## src/rtl/mem_arb_pkg.sv

```systemverilog
// Shared types and defaults for the unified-memory access arbiter.
package mem_arb_pkg;

   typedef enum logic [1:0] {
      ST_IDLE   = 2'd0,
      ST_FETCH  = 2'd1,
      ST_DATA   = 2'd2,
      ST_HALTED = 2'd3
   } arb_state_t;

   localparam int MAX_DATA_RUN_DEF = 4;
   localparam int TIMEOUT_DEF      = 15;

   // Bits needed to hold any value in 0..max_val.
   function automatic int cnt_width(input int max_val);
      return (max_val < 1) ? 1 : $clog2(max_val + 1);
   endfunction

endpackage

```

## src/rtl/arb_timeout_ctr.sv

```systemverilog
// Cycle counter for one memory access; flags the last allowed cycle before abort.
module arb_timeout_ctr
   import mem_arb_pkg::*;
#(
   parameter int TIMEOUT = TIMEOUT_DEF
) (
   input  logic clk,
   input  logic rst_n,
   input  logic clear,
   input  logic enable,
   output logic expire
);

   localparam int CW = cnt_width(TIMEOUT - 1);
   localparam logic [CW-1:0] LAST = CW'(TIMEOUT - 1);

   logic [CW-1:0] to_cnt;

   // Saturates at LAST so a stuck access cannot wrap and re-arm the abort.
   always_ff @(posedge clk) begin
      if (!rst_n || clear) begin
         to_cnt <= '0;
      end else if (enable && to_cnt != LAST) begin
         to_cnt <= to_cnt + CW'(1);
      end
   end

   assign expire = enable && (to_cnt == LAST);

endmodule

```

## src/rtl/mem_access_arbiter.sv

```systemverilog
// Arbitrates the single-port unified memory between instruction fetch and data accesses,
// holding each command stable until mem_done or a timeout abort.
module mem_access_arbiter
   import mem_arb_pkg::*;
#(
   parameter int AW           = 16,
   parameter int DW           = 16,
   parameter int MAX_DATA_RUN = MAX_DATA_RUN_DEF,
   parameter int TIMEOUT      = TIMEOUT_DEF
) (
   input  logic          clk,
   input  logic          rst_n,
   input  logic          if_req,
   input  logic [AW-1:0] if_addr,
   input  logic          d_rd,
   input  logic          d_wr,
   input  logic [AW-1:0] d_addr,
   input  logic [DW-1:0] d_wdata,
   input  logic          halt,
   output logic          mem_en,
   output logic          mem_wr,
   output logic [AW-1:0] mem_addr,
   output logic [DW-1:0] mem_wdata,
   input  logic [DW-1:0] mem_rdata,
   input  logic          mem_done,
   output logic [DW-1:0] if_rdata,
   output logic          if_valid,
   output logic          if_stall,
   output logic [DW-1:0] d_rdata,
   output logic          d_valid,
   output logic          d_stall,
   output logic          err,
   output logic          halted
);

   localparam int RW = cnt_width(MAX_DATA_RUN);
   localparam logic [RW-1:0] RUN_MAX = RW'(MAX_DATA_RUN);

   arb_state_t    state, state_next;
   logic [RW-1:0] run_cnt;
   logic          d_req, fetch_ok, in_access, grant_data, grant_fetch;
   logic          expire, to_clear;

   assign d_req       = d_rd | d_wr;
   assign fetch_ok    = if_req & ~halt;
   assign in_access   = (state == ST_FETCH) || (state == ST_DATA);
   // Data wins unless fetch has already waited through MAX_DATA_RUN data grants.
   assign grant_data  = (state == ST_IDLE) && d_req && !(fetch_ok && run_cnt == RUN_MAX);
   assign grant_fetch = (state == ST_IDLE) && !grant_data && fetch_ok;
   assign to_clear    = !in_access || mem_done || expire;

   arb_timeout_ctr #(
      .TIMEOUT (TIMEOUT)
   ) u_timeout (
      .clk    (clk),
      .rst_n  (rst_n),
      .clear  (to_clear),
      .enable (in_access),
      .expire (expire)
   );

   always_ff @(posedge clk) begin
      if (!rst_n) begin
         state <= ST_IDLE;
      end else begin
         state <= state_next;
      end
   end

   always_comb begin
      state_next = state;
      case (state)
         ST_IDLE: begin
            if (grant_data) begin
               state_next = ST_DATA;
            end else if (grant_fetch) begin
               state_next = ST_FETCH;
            end else if (halt && !d_req) begin
               state_next = ST_HALTED;
            end
         end
         ST_FETCH, ST_DATA: begin
            if (mem_done || expire) begin
               state_next = ST_IDLE;
            end
         end
         ST_HALTED: state_next = ST_HALTED;
         default:   state_next = ST_IDLE;
      endcase
   end

   always_comb begin
      if_stall = if_req && !((state == ST_FETCH) && mem_done);
      d_stall  = d_req && !((state == ST_DATA) && mem_done);
   end

   // Command, result and status registers; an aborted access returns zero read data.
   always_ff @(posedge clk) begin
      if (!rst_n) begin
         mem_en    <= 1'b0;
         mem_wr    <= 1'b0;
         mem_addr  <= '0;
         mem_wdata <= '0;
         if_rdata  <= '0;
         if_valid  <= 1'b0;
         d_rdata   <= '0;
         d_valid   <= 1'b0;
         err       <= 1'b0;
         halted    <= 1'b0;
         run_cnt   <= '0;
      end else begin
         mem_en   <= (state_next == ST_FETCH) || (state_next == ST_DATA);
         if_valid <= 1'b0;
         d_valid  <= 1'b0;
         err      <= 1'b0;
         if (grant_data) begin
            mem_addr  <= d_addr;
            mem_wdata <= d_wdata;
            mem_wr    <= d_wr;
            if (!if_req) begin
               run_cnt <= '0;
            end else if (run_cnt != RUN_MAX) begin
               run_cnt <= run_cnt + RW'(1);
            end
         end else if (grant_fetch) begin
            mem_addr <= if_addr;
            mem_wr   <= 1'b0;
            run_cnt  <= '0;
         end
         if ((state == ST_FETCH) && (mem_done || expire)) begin
            if_valid <= 1'b1;
            if_rdata <= mem_done ? mem_rdata : '0;
         end
         if ((state == ST_DATA) && (mem_done || expire)) begin
            d_valid <= 1'b1;
            if (!mem_wr) begin
               d_rdata <= mem_done ? mem_rdata : '0;
            end
         end
         if (in_access && expire && !mem_done) begin
            err <= 1'b1;
         end
         if (state_next == ST_HALTED) begin
            halted <= 1'b1;
         end
      end
   end

endmodule

```

## config.mk

```make
export PLATFORM = sky130hd
export DESIGN_NAME = mem_access_arbiter
export DESIGN_NICKNAME = d
export VERILOG_FILES = /design/src/rtl/mem_arb_pkg.sv /design/src/rtl/arb_timeout_ctr.sv /design/src/rtl/mem_access_arbiter.sv
export SDC_FILE = /design/constraint.sdc
export NUM_CORES = 1
export LEC_CHECK = 0
export BUFFER_PORTS_ARGS = -buffer_cell sky130_fd_sc_hd__buf_2
export CORE_UTILIZATION = 40
export DETAILED_ROUTE_END_ITERATION = 8
export PLACE_DENSITY = 0.72
export SYNTH_ARGS = -nofsm -noshare
export SYNTH_HDL_FRONTEND = slang
export SYNTH_SLANG_ARGS = --single-unit
```

## constraint.sdc

```tcl
create_clock -name clk -period 3.1 [get_ports clk]
set_clock_uncertainty 0.05 [all_clocks]
set_input_delay 0.62 -clock clk [delete_from_list [all_inputs] [get_ports clk]]
set_output_delay 0.62 -clock clk [all_outputs]
set_load 0.01 [all_outputs]
```

Word-level counts from Yosys, hierarchy flattened
Index checks and enable logic that the tools add are counted.
- output and inout bits: 72
- input bits: 71
- logic and storage cells: 82
- register bits: 79
- bitwise logic cells: 4
- multiplexer cells: 17
- eq/ne operators: 11
- reduce and logical (&&, ||, !) cells: 35
- add/subtract/negate cells: 2
- operators with widths (operator ; count):
    16-bit 2-to-1 mux ; 3
    1-bit logical AND ; 16
    3-bit 2-to-1 mux ; 4
    2-bit == test, second input constant ; 4
    1-bit logical NOT ; 8
    2-bit 2-to-1 mux ; 4
    1-bit logical OR ; 6
    2-bit one-hot mux with 3 select lines ; 1
    1-bit 2-to-1 mux ; 5
    4-bit by 1-bit adder with 4-bit output, second input constant ; 1
    2-bit by 1-bit == test with 1-bit output, second input constant ; 2
    4-bit == test, second input constant ; 1
    4-bit inequality test, second input constant ; 1
    2-bit AND reduction ; 2
    3-bit by 1-bit adder with 3-bit output, second input constant ; 1
    3-bit == test, second input constant ; 1
    3-bit by 2-bit inequality test with 1-bit output, second input constant ; 1
    3-bit inequality test, second input constant ; 1
    2-bit logical NOT ; 1
    1-bit NOT ; 2
    2-bit nonzero test ; 1
    2-bit OR reduction ; 1
    1-bit bitwise AND ; 1
    1-bit OR ; 1

Depth between registers and ports, before layout
- depth after elaboration: 13
- mapped depth: 8
- gate-level depth less buffers: 8

Cells and area by module
A second synthesis with hierarchy kept.
- cells, all modules: 383
- area, all modules: 3458.3 µm²
- by module, submodules not included (module ; times used ; seq. area each (µm²) ; cells each ; area an instance (µm²)):
    mem_access_arbiter ; 1 ; 1501.4 ; 359 ; 3241.9
    arb_timeout_ctr ; 1 ; 80.1 ; 24 ; 216.5

Worst setup path before layout
Ideal clock, no wire load.
- kind: register to register
- start: register state[0]
- end: register mem_en
- slack: 1.045 ns
- data required time: 2.935 ns
- setup time: 0.115 ns
- arrival time: 1.890 ns
- buffers on the path: 0
- cell stages (with the launch flop): 9
- period minus slack after synthesis: 2.055 ns
- path through: dfxtp_1 -> inv_1 -> ha_1 -> nor2b_1 -> and2_1 -> a211o_1 -> and2_1 -> ha_1 -> and2_1
- longest elaborated chain between the ends: 11
- ends and longest elaborated chain (what ; RTL line ; source):
    start: declaration ; mem_access_arbiter.sv:39 ; arb_state_t state, state_next;
    start signal: assignment ; mem_access_arbiter.sv:66 ; state <= state_next;
    2-bit logical NOT ; mem_access_arbiter.sv:48, mem_access_arbiter.sv:49, mem_access_arbiter.sv:72 ;
    1-bit logical AND (2 in a row) ; mem_access_arbiter.sv:48 ; assign grant_data = (state == ST_IDLE) && d_req && !(fetch_ok && run_cnt == RUN_MAX);
    1-bit logical NOT ; mem_access_arbiter.sv:49 ; assign grant_fetch = (state == ST_IDLE) && !grant_data && fetch_ok;
    1-bit logical AND (2 in a row) ; mem_access_arbiter.sv:49 ;
    2-bit 2-to-1 mux ; mem_access_arbiter.sv:76 ; end else if (grant_fetch) begin
    2-bit 2-to-1 mux ; mem_access_arbiter.sv:74 ; if (grant_data) begin
    2-bit one-hot mux with 3 select lines * ; mem_access_arbiter.sv:72 ; case (state)
    2-bit by 1-bit == test with 1-bit output / 2-bit == test (equally long branches) ; mem_access_arbiter.sv:112 ; mem_en <= (state_next == ST_FETCH) || (state_next == ST_DATA);
    1-bit logical OR * ; mem_access_arbiter.sv:112 ;
    end signal: assignment ; mem_access_arbiter.sv:112 ;
    end: declaration ; mem_access_arbiter.sv:20 ; output logic mem_en,
Mark *: on every way between the ends. The rest lies on a longest branch, timed or not.
A chain may end at the register's enable or synchronous reset.

Final worst setup path
Same ends and word-level chain as after synthesis.

==> impl_metrics.tcl <==
set metrics [dict create \
    synth-main-ff-cell "dfxtp_1" \
    routedWlPerCell_um 12.82 \
    clk_latency_ns 0.34 \
    drive_gt1_share_pct 34.51 \
    ant_nets 0 \
    power_density_mw_per_mm2 829.9 \
    switching_share_pct 37.34 \
    ios 143 \
    yosys.area_share.simple_pct 18.23 \
    synth_top_family_by_area "compound AO/OA/AOI/OAI gates" \
    synth_mux_area_share_pct 0.3170 \
    cts_hold_buf 0 \
    synth_compound_area_share_pct 22.50 \
    p_int_uw 2138 \
    num_vias 2881 \
    synthAdderAreaFrac_pct 3.962 \
    layout_common_cells "buf_2, dfxtp_1, nand2_1, nor2b_1" \
    status "completed" \
    die_area_sq_mm 0.008255 \
    p_leak_uw 0.001935 \
    post_cts_buffers 0 \
    areaGrowthSynthToFinish_pct 30.19 \
    relSlewSlack_pct 24.52 \
    initial_core_util_pct 41.08 \
    cts_resized 0 \
    synth_seq_cells 79 \
    synth_xor_xnor_area_share_pct 0.5547 \
    row_count 32 \
    max_cap_viol_count 0 \
    irDropWorstVdd_mv 0.3166 \
    combinationalPowerShare_pct 36.5 \
    dp_hpwl_mm 5.319 \
    yosysUniqueCellTypes 41 \
    drt_iter0_markers 168 \
    worstPathRequired_ns 3.29 \
    layout.nets 557 \
    ys_warn_count 0 \
    cts.clk_slew.worst_paths_ns 0.08 \
    htree_levels 3 \
    worst_pin_slew_ns 1.126 \
    gp_congestion 0.7596 \
    ys_async_sr_fraction_pct 0 \
    fmax_mhz 437.3 \
    cts_buffer_depth 2 \
    syn_inst 345 \
    rsz0062_at_grt "false" \
    syn_nets 426 \
    p_switching_uw 1274 \
    cts_buffers 9 \
    min_period_over_period_pct 73.77 \
    fin_cells 583 \
    min-delay-path-class "flop to flop" \
    cp-end-kind "flop" \
    cts_tree "built" \
    start_kind "flop" \
    cp_data_arrival_time_ns 2.48 \
    grt_pass1_vias 2703 \
    syn_avg_cell_area_sq_um 9.154 \
    yosysSeqAreaShare_pct 50.08 \
    slew_violations 0 \
    clock_power_share_pct 23.4 \
    hold_viol_final 0 \
    wirelength_mm 7.476 \
    port_buffers 142 \
    die_h_um 90.86 \
    drc 0 \
    final-setup-viol-count 0 \
    antenna_found_initial 0 \
    critPathKind "flop to flop" \
    layout_commonest_cell "buf_2" \
    grt.total_usage_pct 18.57 \
    cts_root_buffer "clkbuf_8" \
    grt_overflow_total 0 \
    dr.pass1.iters 4 \
    grt_pass1_wl_mm 12.34 \
    viasPerCell 4.942 \
    antenna_cells 0 \
    clock_sinks 79 \
    cp_max_fo 5 \
    synth_edf_count 0 \
    grt_max_degree 38 \
    die_w_um 90.86 \
    syn_area_sq_mm 0.003158 \
    fin_setup_tns_ns 0 \
    seq_power_share_pct 40.2 \
    place_inst 567 \
    period_needed_ns 2.287 \
    core_sq_mm 0.007687 \
]
metrics by stage:
step	hold slack, ns	utilization [%]	total power [uW]	worst slack [ns]	area, sq um
after floorplan	0.3797	-	2237	1.045	3158
after global placement	0.3952	50.78	2620	0.8824	3904
after detailed placement	0.3999	50.78	2642	0.8083	3904
after CTS	0.4171	53.48	3451	0.8358	4111
after global routing	0.4344	53.48	3668	0.6551	4111
final	0.4131	53.48	3412	0.8133	4111
worst max-delay path: stages (launching register included):
cell	delay, ns
dfxtp_1	0.45
inv_1	0.12
ha_1	0.33
nor2b_1	0.16
and2_1	0.18
a211o_1	0.31
and2_1	0.16
ha_1	0.27
and2_1	0.15
kinds of logic after synthesis:
logic type | after synthesis
and+or+nand+nor | 124
adders and majority gates | 10
xor gates and xnor gates | 2
AOI/OAI and AO/OA | 99
muxes | 1
DFF | 79
buffers and inverters | 30
path summary, 6_finish.rpt:
path,from,slack (ns),end,cells past startpoint
worst max register to register,state[0],0.81,mem_en,8
worst min-delay path,mem_wdata[8],0.41,mem_wdata[8],2
worst min register to register,mem_wdata[8],0.41,mem_wdata[8],2
worst max-delay path,state[0],0.81,mem_en,8
per-layer routing:
layer  vias to the layer above  routed length [um]  global-route usage, %  share of wire [%]
met5                         -                   0                      0                  0
met4                         0                  55                  6.746               0.74
met3                         5                 532                  4.966                7.1
met2                       108                3474                  30.37                 46
met1                      1305                3414                  23.46                 46
li1                       1463                   -                      -                  -
cells in the mapped netlist (2+ instances only):
cell	number	area, sq um
a21boi_0	18	135.1
a22o_1	15	131.4
a22oi_1	16	120.1
a31oi_1	16	100.1
a32oi_1	2	17.52
and2_1	6	37.54
and3_1	4	25.02
buf_2	11	55.05
clkbuf_1	12	45.04
dfxtp_1	79	1582
ha_1	10	125.1
inv_1	5	18.77
nand2_1	75	281.5
nand2b_1	3	18.77
nand3_1	3	15.01
nand4_1	3	18.77
nor2_1	6	22.52
nor2b_1	20	125.1
o21ai_0	18	90.09
o22ai_1	2	12.51
power by group through the flow:
stage          sequential, uW  clock (uW)  combinational (uW)
2_1_floorplan            1480           0                 752
5_1_grt                  1400         871                1400
4_1_cts                  1370         826                1260
6_report                 1370         797                1240
3_5_place_dp             1390           0                1250
3_3_place_gp             1390           0                1230
final cells by class:
class,instances,area [sq um]
Fill cell,750,3576
Sequential cell,79,1582
Multi-Input combinational cell,236,1443
Timing Repair Buffer,145,733.2
Tap cell,102,127.6
Clock buffer,9,123.9
Clock inverter,7,83.83
Inverter,5,18.77
flip-flops by register name, summed over array words and instances, names as in the netlist:
name,count
if_valid,1
d_valid,1
if_rdata,16
run_cnt,3
mem_en,1
mem_wdata,16
mem_addr,16
mem_wr,1
d_rdata,16
u_timeout.to_cnt,4
halted,1
err,1
state,2
No activity file was read; power rests on OpenSTA's default activity.
